## config.mk

```make
export PLATFORM = sky130hd
export DESIGN_NAME = core_fetch
export DESIGN_NICKNAME = d
export VERILOG_FILES = /design/src/rtl/core_fetch.sv
export SDC_FILE = /design/constraint.sdc
export NUM_CORES = 1
export LEC_CHECK = 0
export CORE_MARGIN = 4
export CORE_UTILIZATION = 52
export CTS_BUF_LIST = sky130_fd_sc_hd__clkbuf_16
export DETAILED_ROUTE_END_ITERATION = 8
export HOLD_SLACK_MARGIN = 0.02
export PLACE_DENSITY = 0.84
export SLEW_MARGIN = 5
export SYNTH_ARGS = -nofsm -noshare
export SYNTH_HDL_FRONTEND = slang
export SYNTH_SLANG_ARGS = --single-unit
```

## constraint.sdc

```tcl
create_clock -name clock -period 13.45 [get_ports clock]
set_input_delay 3.3625 -clock clock [delete_from_list [all_inputs] [get_ports clock]]
set_output_delay 3.3625 -clock clock [all_outputs]
set_load 0.005 [all_outputs]
```

## src/rtl/core_fetch.sv

```systemverilog
// Instruction fetch front end: issues in-order imem requests, buffers responses, and feeds the IF/ID register.
// Optional macro FETCH_MISALIGN_EXC_EN turns a misaligned target into a single IF_misalign entry instead of aligning it.
module core_fetch #(
   parameter logic [63:0] RESET_PC = 64'h0,
   parameter int          DEPTH    = 2
) (
   input  logic        clock,
   input  logic        reset,
   input  logic [63:0] next_pc,
   input  logic        flush,
   input  logic        stall,
   output logic [63:0] pc,
   output logic [63:0] pc4,
   output logic        imem_req,
   output logic [63:0] imem_addr,
   input  logic        imem_gnt,
   input  logic        imem_rvalid,
   input  logic [31:0] imem_rdata,
   output logic        IF_valid,
   output logic [63:0] IF_pc,
   output logic [31:0] IF_inst
`ifdef FETCH_MISALIGN_EXC_EN
  ,output logic        IF_misalign
`endif
);
   localparam int CW = $clog2(DEPTH + 1);
   localparam int PW = (DEPTH > 1) ? $clog2(DEPTH) : 1;
   localparam int SW = CW + 2;

   logic [63:0]   pc_q, pc_d;
   logic [PW-1:0] wr_q, wr_d, rsp_q, rsp_d, rd_q, rd_d;
   logic [CW-1:0] out_q, out_d, buf_q, buf_d, disc_q, disc_d;
   logic [63:0]   ent_pc_q [DEPTH];
   logic [63:0]   ent_pc_d [DEPTH];
   logic [31:0]   ent_inst_q [DEPTH];
   logic [31:0]   ent_inst_d [DEPTH];
   logic          if_valid_q, if_valid_d;
   logic [63:0]   if_pc_q, if_pc_d;
   logic [31:0]   if_inst_q, if_inst_d;
`ifdef FETCH_MISALIGN_EXC_EN
   logic          ent_mis_q [DEPTH];
   logic          ent_mis_d [DEPTH];
   logic          if_mis_q, if_mis_d;
   logic          halt_q, halt_d;
`endif

   logic          pop, rsp_live, accept, inject, room, no_fetch;
   logic [SW-1:0] load;
   logic [63:0]   np_fix;

   // One ring holds every slot: [rd,rsp) are buffered responses, [rsp,wr) are live requests.
   function automatic logic [PW-1:0] inc(input logic [PW-1:0] p);
      return (p == PW'(DEPTH - 1)) ? '0 : p + PW'(1);
   endfunction

   assign pop      = ~stall & (buf_q != '0);
   assign rsp_live = imem_rvalid & (disc_q == '0);
   // A head popped this cycle frees its slot in time for a same-cycle request.
   assign load     = SW'(out_q) + SW'(disc_q) + SW'(buf_q) - SW'(pop);
   assign room     = load < SW'(DEPTH);

`ifdef FETCH_MISALIGN_EXC_EN
   assign no_fetch    = (pc_q[1:0] != 2'b00) | halt_q;
   assign np_fix      = next_pc;
   assign inject      = ~reset & ~flush & (pc_q[1:0] != 2'b00) & ~halt_q & (out_q == '0) & room;
   assign IF_misalign = if_mis_q;
`else
   assign no_fetch    = 1'b0;
   assign np_fix      = next_pc & ~64'h3;
   assign inject      = 1'b0;
`endif

   assign imem_req  = ~reset & ~flush & room & ~no_fetch;
   assign accept    = imem_req & imem_gnt;
   assign pc        = pc_q;
   assign pc4       = pc_q + 64'd4;
   assign imem_addr = pc_q;
   assign IF_valid  = if_valid_q;
   assign IF_pc     = if_pc_q;
   assign IF_inst   = if_inst_q;

   always_comb begin
      pc_d       = pc_q;
      wr_d       = wr_q;
      rsp_d      = rsp_q;
      rd_d       = rd_q;
      out_d      = out_q;
      buf_d      = buf_q;
      disc_d     = disc_q;
      ent_pc_d   = ent_pc_q;
      ent_inst_d = ent_inst_q;
      if_valid_d = if_valid_q;
      if_pc_d    = if_pc_q;
      if_inst_d  = if_inst_q;
`ifdef FETCH_MISALIGN_EXC_EN
      ent_mis_d  = ent_mis_q;
      if_mis_d   = if_mis_q;
      halt_d     = halt_q;
`endif
      if (reset) begin
         pc_d       = RESET_PC;
         wr_d       = '0;
         rsp_d      = '0;
         rd_d       = '0;
         out_d      = '0;
         buf_d      = '0;
         disc_d     = '0;
         if_valid_d = 1'b0;
         if_pc_d    = '0;
         if_inst_d  = '0;
`ifdef FETCH_MISALIGN_EXC_EN
         if_mis_d   = 1'b0;
         halt_d     = 1'b0;
`endif
      end else if (flush) begin
         pc_d       = np_fix;
         wr_d       = '0;
         rsp_d      = '0;
         rd_d       = '0;
         out_d      = '0;
         buf_d      = '0;
         // Everything still in flight at the memory becomes a discard.
         disc_d     = disc_q + out_q - CW'(imem_rvalid);
         if_valid_d = 1'b0;
`ifdef FETCH_MISALIGN_EXC_EN
         if_mis_d   = 1'b0;
         halt_d     = 1'b0;
`endif
      end else begin
         out_d = out_q + CW'(accept) - CW'(rsp_live);
         buf_d = buf_q + CW'(rsp_live) + CW'(inject) - CW'(pop);
         if (imem_rvalid && !rsp_live) disc_d = disc_q - CW'(1);
         if (accept) begin
            ent_pc_d[wr_q] = pc_q;
            wr_d           = inc(wr_q);
            pc_d           = np_fix;
`ifdef FETCH_MISALIGN_EXC_EN
            ent_mis_d[wr_q] = 1'b0;
`endif
         end
`ifdef FETCH_MISALIGN_EXC_EN
         if (inject) begin
            ent_pc_d[wr_q]   = pc_q;
            ent_inst_d[wr_q] = '0;
            ent_mis_d[wr_q]  = 1'b1;
            wr_d             = inc(wr_q);
            rsp_d            = inc(rsp_q);
            halt_d           = 1'b1;
         end
`endif
         if (rsp_live) begin
            ent_inst_d[rsp_q] = imem_rdata;
            rsp_d             = inc(rsp_q);
         end
         if (pop) begin
            if_valid_d = 1'b1;
            if_pc_d    = ent_pc_q[rd_q];
            if_inst_d  = ent_inst_q[rd_q];
            rd_d       = inc(rd_q);
`ifdef FETCH_MISALIGN_EXC_EN
            if_mis_d   = ent_mis_q[rd_q];
`endif
         end else if (!stall) begin
            if_valid_d = 1'b0;
         end
      end
   end

   always_ff @(posedge clock) begin
      pc_q       <= pc_d;
      wr_q       <= wr_d;
      rsp_q      <= rsp_d;
      rd_q       <= rd_d;
      out_q      <= out_d;
      buf_q      <= buf_d;
      disc_q     <= disc_d;
      ent_pc_q   <= ent_pc_d;
      ent_inst_q <= ent_inst_d;
      if_valid_q <= if_valid_d;
      if_pc_q    <= if_pc_d;
      if_inst_q  <= if_inst_d;
`ifdef FETCH_MISALIGN_EXC_EN
      ent_mis_q  <= ent_mis_d;
      if_mis_q   <= if_mis_d;
      halt_q     <= halt_d;
`endif
   end
endmodule

```

-- After elaboration in Yosys (flattened, before gate mapping)
Cells that the tools add are included.
- word-level logic and storage cells: 79
- bits of input ports: 102
- bits in registers: 360
- output and inout port bits: 290
- magnitude comparators: 6
- mux-type cells: 21
- reductions and logical operators: 12
- bitwise logic cells: 11
- add/sub/neg operators: 14
- eq/ne operators: 1
- operator list (operator ; number):
    $mux W64 ; 6
    $bwmux W128 ; 1
    $mux W32 ; 4
    $add A64 B3 Y64 const B ; 1
    $bwmux W64 ; 1
    $demux W64 S1 ; 1
    $demux W32 S1 ; 1
    $ge A2 B2 Y1 const B ; 3
    $not A1 Y2 ; 3
    $reduce_and A3 Y1 ; 2
    $reduce_bool A2 Y1 ; 3
    $sub A2 B1 Y2 ; 3
    $and A1 B1 Y1 ; 5
    $mux W1 ; 5
    $add A2 B1 Y2 ; 2
    $add A3 B2 Y4 ; 1
    $lt A2 B1 Y1 const B ; 2
    $lt A4 B2 Y1 const B ; 1
    $mux W2 ; 2
    $sub A4 B1 Y4 ; 1
    $add A1 B1 Y1 const B ; 3
    $add A2 B2 Y3 ; 1
    $logic_and A1 B1 Y1 ; 3
    $not A1 Y1 ; 3
    other kinds (7) ; 7

-- Depth between registers and ports, before layout
- depth after elaboration: 8
- mapped depth: 15
- gate-level depth less buffers: 15

-- Worst setup path after synthesis
OpenSTA, ideal clock, no wires.
- path kind: input -> output
- start: in stall
- end: out imem_req
- setup slack: 4884 ps
- stages: 5
- data required time: 10087 ps
- buffers on the path: 0
- data arrival time: 5204 ps
- cells stage by stage: or3_1 -> fa_1 -> ha_1 -> fa_1 -> nor4_1
- word-level cells in the longest chain between the ends: 5
- ends and longest elaborated chain (element ; line ; RTL):
    start: declaration ; 11 ; input logic stall,
    $not A1 Y1 ; 56 ; assign pop = ~stall & (buf_q != '0);
    $and A1 B1 Y1 ; 56 ;
    $sub A4 B1 Y4 ; 59 ; assign load = SW'(out_q) + SW'(disc_q) + SW'(buf_q) - SW'(pop);
    $lt A4 B2 Y1 ; 60 ; assign room = load < SW'(DEPTH);
    $and A1 B1 Y1 ; 73 ; assign imem_req = ~reset & ~flush & room & ~no_fetch;
    end: declaration ; 14 ; output logic imem_req,
Every way passes these cells.

-- Worst setup path in the final report
Ends and elaborated chain as after synthesis.

==> out/summary.txt <==
==========================================================================================
Run status .................................................................. finished clean
Reg2reg path depth ..........................................................            9
CP delay by family, top .....................................................  adder cells
Detailed Routing Iterations Pass 1 ..........................................            5
Timing-limited maximum frequency ............................................      100 MHz
Via count ...................................................................        10305
Overall die width ...........................................................       173 µm
Number of hold buffers added after cts ......................................            0
Post-synthesis sequential area ratio ........................................        63.1%
PostCTS Resize Cnt ..........................................................            0
Leftover overflow at the end of global routing ..............................            0
Unrepaired setup endpoints after global routing .............................        false
Met2 routing resource usage after global routing ............................        42.2%
Cell Pwr Density ............................................................   132 nW/µm²
Net count, final ............................................................         1626
Slack of the critical path ..................................................      3.48 ns
Routed wire per std cell ....................................................      20.2 µm
Type of destination of the critical path ....................................   output pin
Met3 usage ..................................................................        4.93%
Drt total wl ................................................................     38000 µm
Number of DRC markers after the initial detailed-route iteration ............          712
Slack of the worst reg-to-reg path ..........................................      9.59 ns
CP max FO ...................................................................            5
Depth of the worst hold-timing path .........................................            2
H-Tree Level Count ..........................................................            2
Vias in the first global route ..............................................        10413
Clock buffers created by TritonCTS ..........................................           36
Final Hold Vio Count ........................................................            0
Antenna-violating nets left .................................................            0
Type of the worst setup path ................................................    in -> out
Setup clock skew after layout ...............................................    0.0114 ns
DRC violation count after routing ...........................................            0
Post-synth ARST share .......................................................           0%
Busiest layer in global routing .............................................         met2
First-pass GRT wire length ..................................................     58500 µm
EDFF count, synth ...........................................................          188
Setup repair bufs after CTS .................................................            0
Clock root buffer ........................................................... sky130_fd_sc_hd__clkbuf_16
Top FF cell, synth .......................................................... sky130_fd_sc_hd__edfxtp_1
Crit path max-delay cell type ............................................... sky130_fd_sc_hd__clkdlybuf4s50_1
Area share of the largest cell type after synthesis .........................        39.7%
Final sum of negative setup slack ...........................................         0 ns
Total of warnings raised by yosys ...........................................            0
Main area contributors after synthesis ...................................... sky130_fd_sc_hd__edfxtp_1 (40%), sky130_fd_sc_hd__dfxtp_1 (23%), sky130_fd_sc_hd__mux2i_1 (6.6%)
Period utilisation layout ...................................................        74.1%
Clk Latency, worst-skew pair ................................................      0.52 ns
Cell area after synthesis ...................................................    14200 µm²
Number of antenna violations at the first check in global routing ...........            4
Detail Placement HPWL .......................................................     24800 µm
Effective utilization at floorplan ..........................................        52.8%
Crit path arrival time ......................................................      6.61 ns
Number of top-level design ports ............................................          392
Synthesized instance count ..................................................         1215
IR Drop Worst-Case VDD ......................................................    0.0746 mV
Element type at the critical path start .....................................   input port
Number of vias per cell .....................................................         5.47
Required time worst endpoint ................................................     10.09 ns
Synthesis-to-finish area growth .............................................        33.3%
Clock edge transition at the registers on the reported setup and hold paths .      0.06 ns
Time the worst path needs with I/O delays and setup .........................      9.97 ns
Worst Hold Class ............................................................   reg -> reg
CTS tree ....................................................................          yes
Largest incremental delay on the critical path ..............................      0.63 ns
Placement Setup Slack .......................................................      3.50 ns
Avg Inst Size Synth .........................................................     11.7 µm²
Layout cells sized above 1 ..................................................        4.87%
Max-cap viol count ..........................................................            0
Pin count of the biggest net entering global routing ........................          105
Final Max Slew Viols ........................................................            0
DIE HEIGHT ..................................................................       173 µm
Count of unique library cells instantiated by Yosys .........................           40
Final weighted congestion of routability-driven global placement ............        0.842
Relative max-transition margin ..............................................        20.7%
Met1 layer usage reported by global route ...................................        29.2%
GRT Resource Usage Total ....................................................        24.2%
Full die area ...............................................................    30100 µm²
Largest area contributor in the netlist ..................................... sky130_fd_sc_hd__edfxtp_1
Post-synthesis sequential element count .....................................          354
Row count ...................................................................           60
Number of logic stages on the critical path including buffering .............            7
Leakage power total .........................................................   0.00634 µW
Total setup violations reported at the end of the flow ......................            0
Area inside the core boundary ...............................................    27000 µm²
Buffers & Inverters on Critical Path ........................................            2
Cells along the critical path ............................................... clkdlybuf4s50_1, or3_1, fa_1, ha_1, fa_1, nor4_1, clkdlybuf4s50_1
Clk sink count ..............................................................          354
CTS max path bufs ...........................................................            3
Total of buffers placed on input and output ports ...........................          381
Worst-Margin Slew ...........................................................      1.18 ns
==========================================================================================
## cell usage in the layout (no fill, tap or decap), drive strengths merged, types with 2 or more instances in the layout
master,instances
a211oi,95
a21oi,67
and2,5
and3,9
and4,8
buf,12
bufinv,2
clkbuf,38
clkdlybuf4s50,380
clkinv,14
conb,8
dfxtp,166
diode,4
edfxtp,188
fa,2
ha,10
inv,29
mux2i,94
nand2,151
nand3,25
nand4,13
nand4b,2
nor2,122
nor3,12
nor4,5
or3,2
xnor2,46
xor2,26
## layout make-up
| cell class | count | area [µm²] |
|---|---|---|
| Sequential cell | 354 | 8970 |
| Antenna cell | 4 | 10.0 |
| Clock buffer | 38 | 951 |
| Inverter | 18 | 67.6 |
| Tap cell | 341 | 427 |
| Timing Repair Buffer | 392 | 3900 |
| Fill cell | 1851 | 7990 |
| Multi-Input combinational cell | 710 | 4460 |
| Clock inverter | 28 | 179 |
## synth_stat cells, drive strengths merged (2+ instances only)
cell type and instances:
edfxtp 188, nor3 12, or3 2, nor4 5, a211oi 95, a21oi 67
nor2 122, xor2 26, xnor2 46, nand3 25, and4 8, and2 5
fa 2, nand4 13, buf 82, mux2i 94, ha 10, nand2 151
nand4b 2, clkbuf 58, and3 9, inv 18, dfxtp 166
## cell families (layout without fill, tap and decap cells)
group / count (synthesis) / count (layout) / share of synthesized area, %
DFF: 354 / 354 / 63.1
xor gates and xnor gates: 72 / 72 / 4.43
buffers and inverters: 158 / 476 / 6.10
adders and majority gates: 12 / 12 / 1.16
and+or+nand+nor: 359 / 359 / 11.1
muxes: 94 / 94 / 6.62
other: 1 / 12 / 0.0264
AOI/OAI and AO/OA: 165 / 165 / 7.51
## routing by layer
metal | vias to the layer above | part of all wire [%]
met5 | - | 0
met4 | 0 | 4.3
met3 | 94 | 6.4
met2 | 408 | 50
met1 | 4988 | 39
li1 | 4815 | -
## sequential cells by signal, indices dropped and copies added (netlist names)
| signal | flops |
|---|---|
| IF_inst | 32 |
| rsp_q | 1 |
| out_q | 2 |
| disc_q | 2 |
| buf_q | 2 |
| imem_addr | 62 |
| IF_pc | 62 |
| IF_valid | 1 |
| wr_q | 1 |
| ent_pc_q | 124 |
| rd_q | 1 |
| ent_inst_q | 64 |
## per-stage QoR
step                      hold slack [ns]  cell area (µm²)  instances  utilization [%]  power [µW]
after floorplan                     0.453            14200       1222                -        1400
after global placement              0.450            17800       1815             66.1        1560
after detailed placement            0.458            17800       1815             66.1        1570
after CTS                           0.468            19000       1881             70.3        2520
after global routing                0.517            19000       1885             70.4        2590
final                               0.468            19000       1885             70.4        2500
## tightest hold or removal path, cell delays in order, from the launching register on
cell and delay, ns:
sky130_fd_sc_hd__dfxtp_1 0.31, sky130_fd_sc_hd__nand2_1 0.05, sky130_fd_sc_hd__a21oi_1 0.06
## final timing paths
check	startpoint	to
setup / recovery	stall	imem_req
hold / removal	IF_valid	IF_valid
setup reg to reg	buf_q[1]	ent_pc_q[51]
hold reg to reg	IF_valid	IF_valid
## power breakdown
part | total [µW] | internal [µW] | switching, µW
combinational | 303 | 168 | 135
sequential | 1250 | 1190 | 53.7
clock | 950 | 550 | 400
total | 2500 | 1910 | 589
Note: power is estimated with default switching activity, not from simulation.
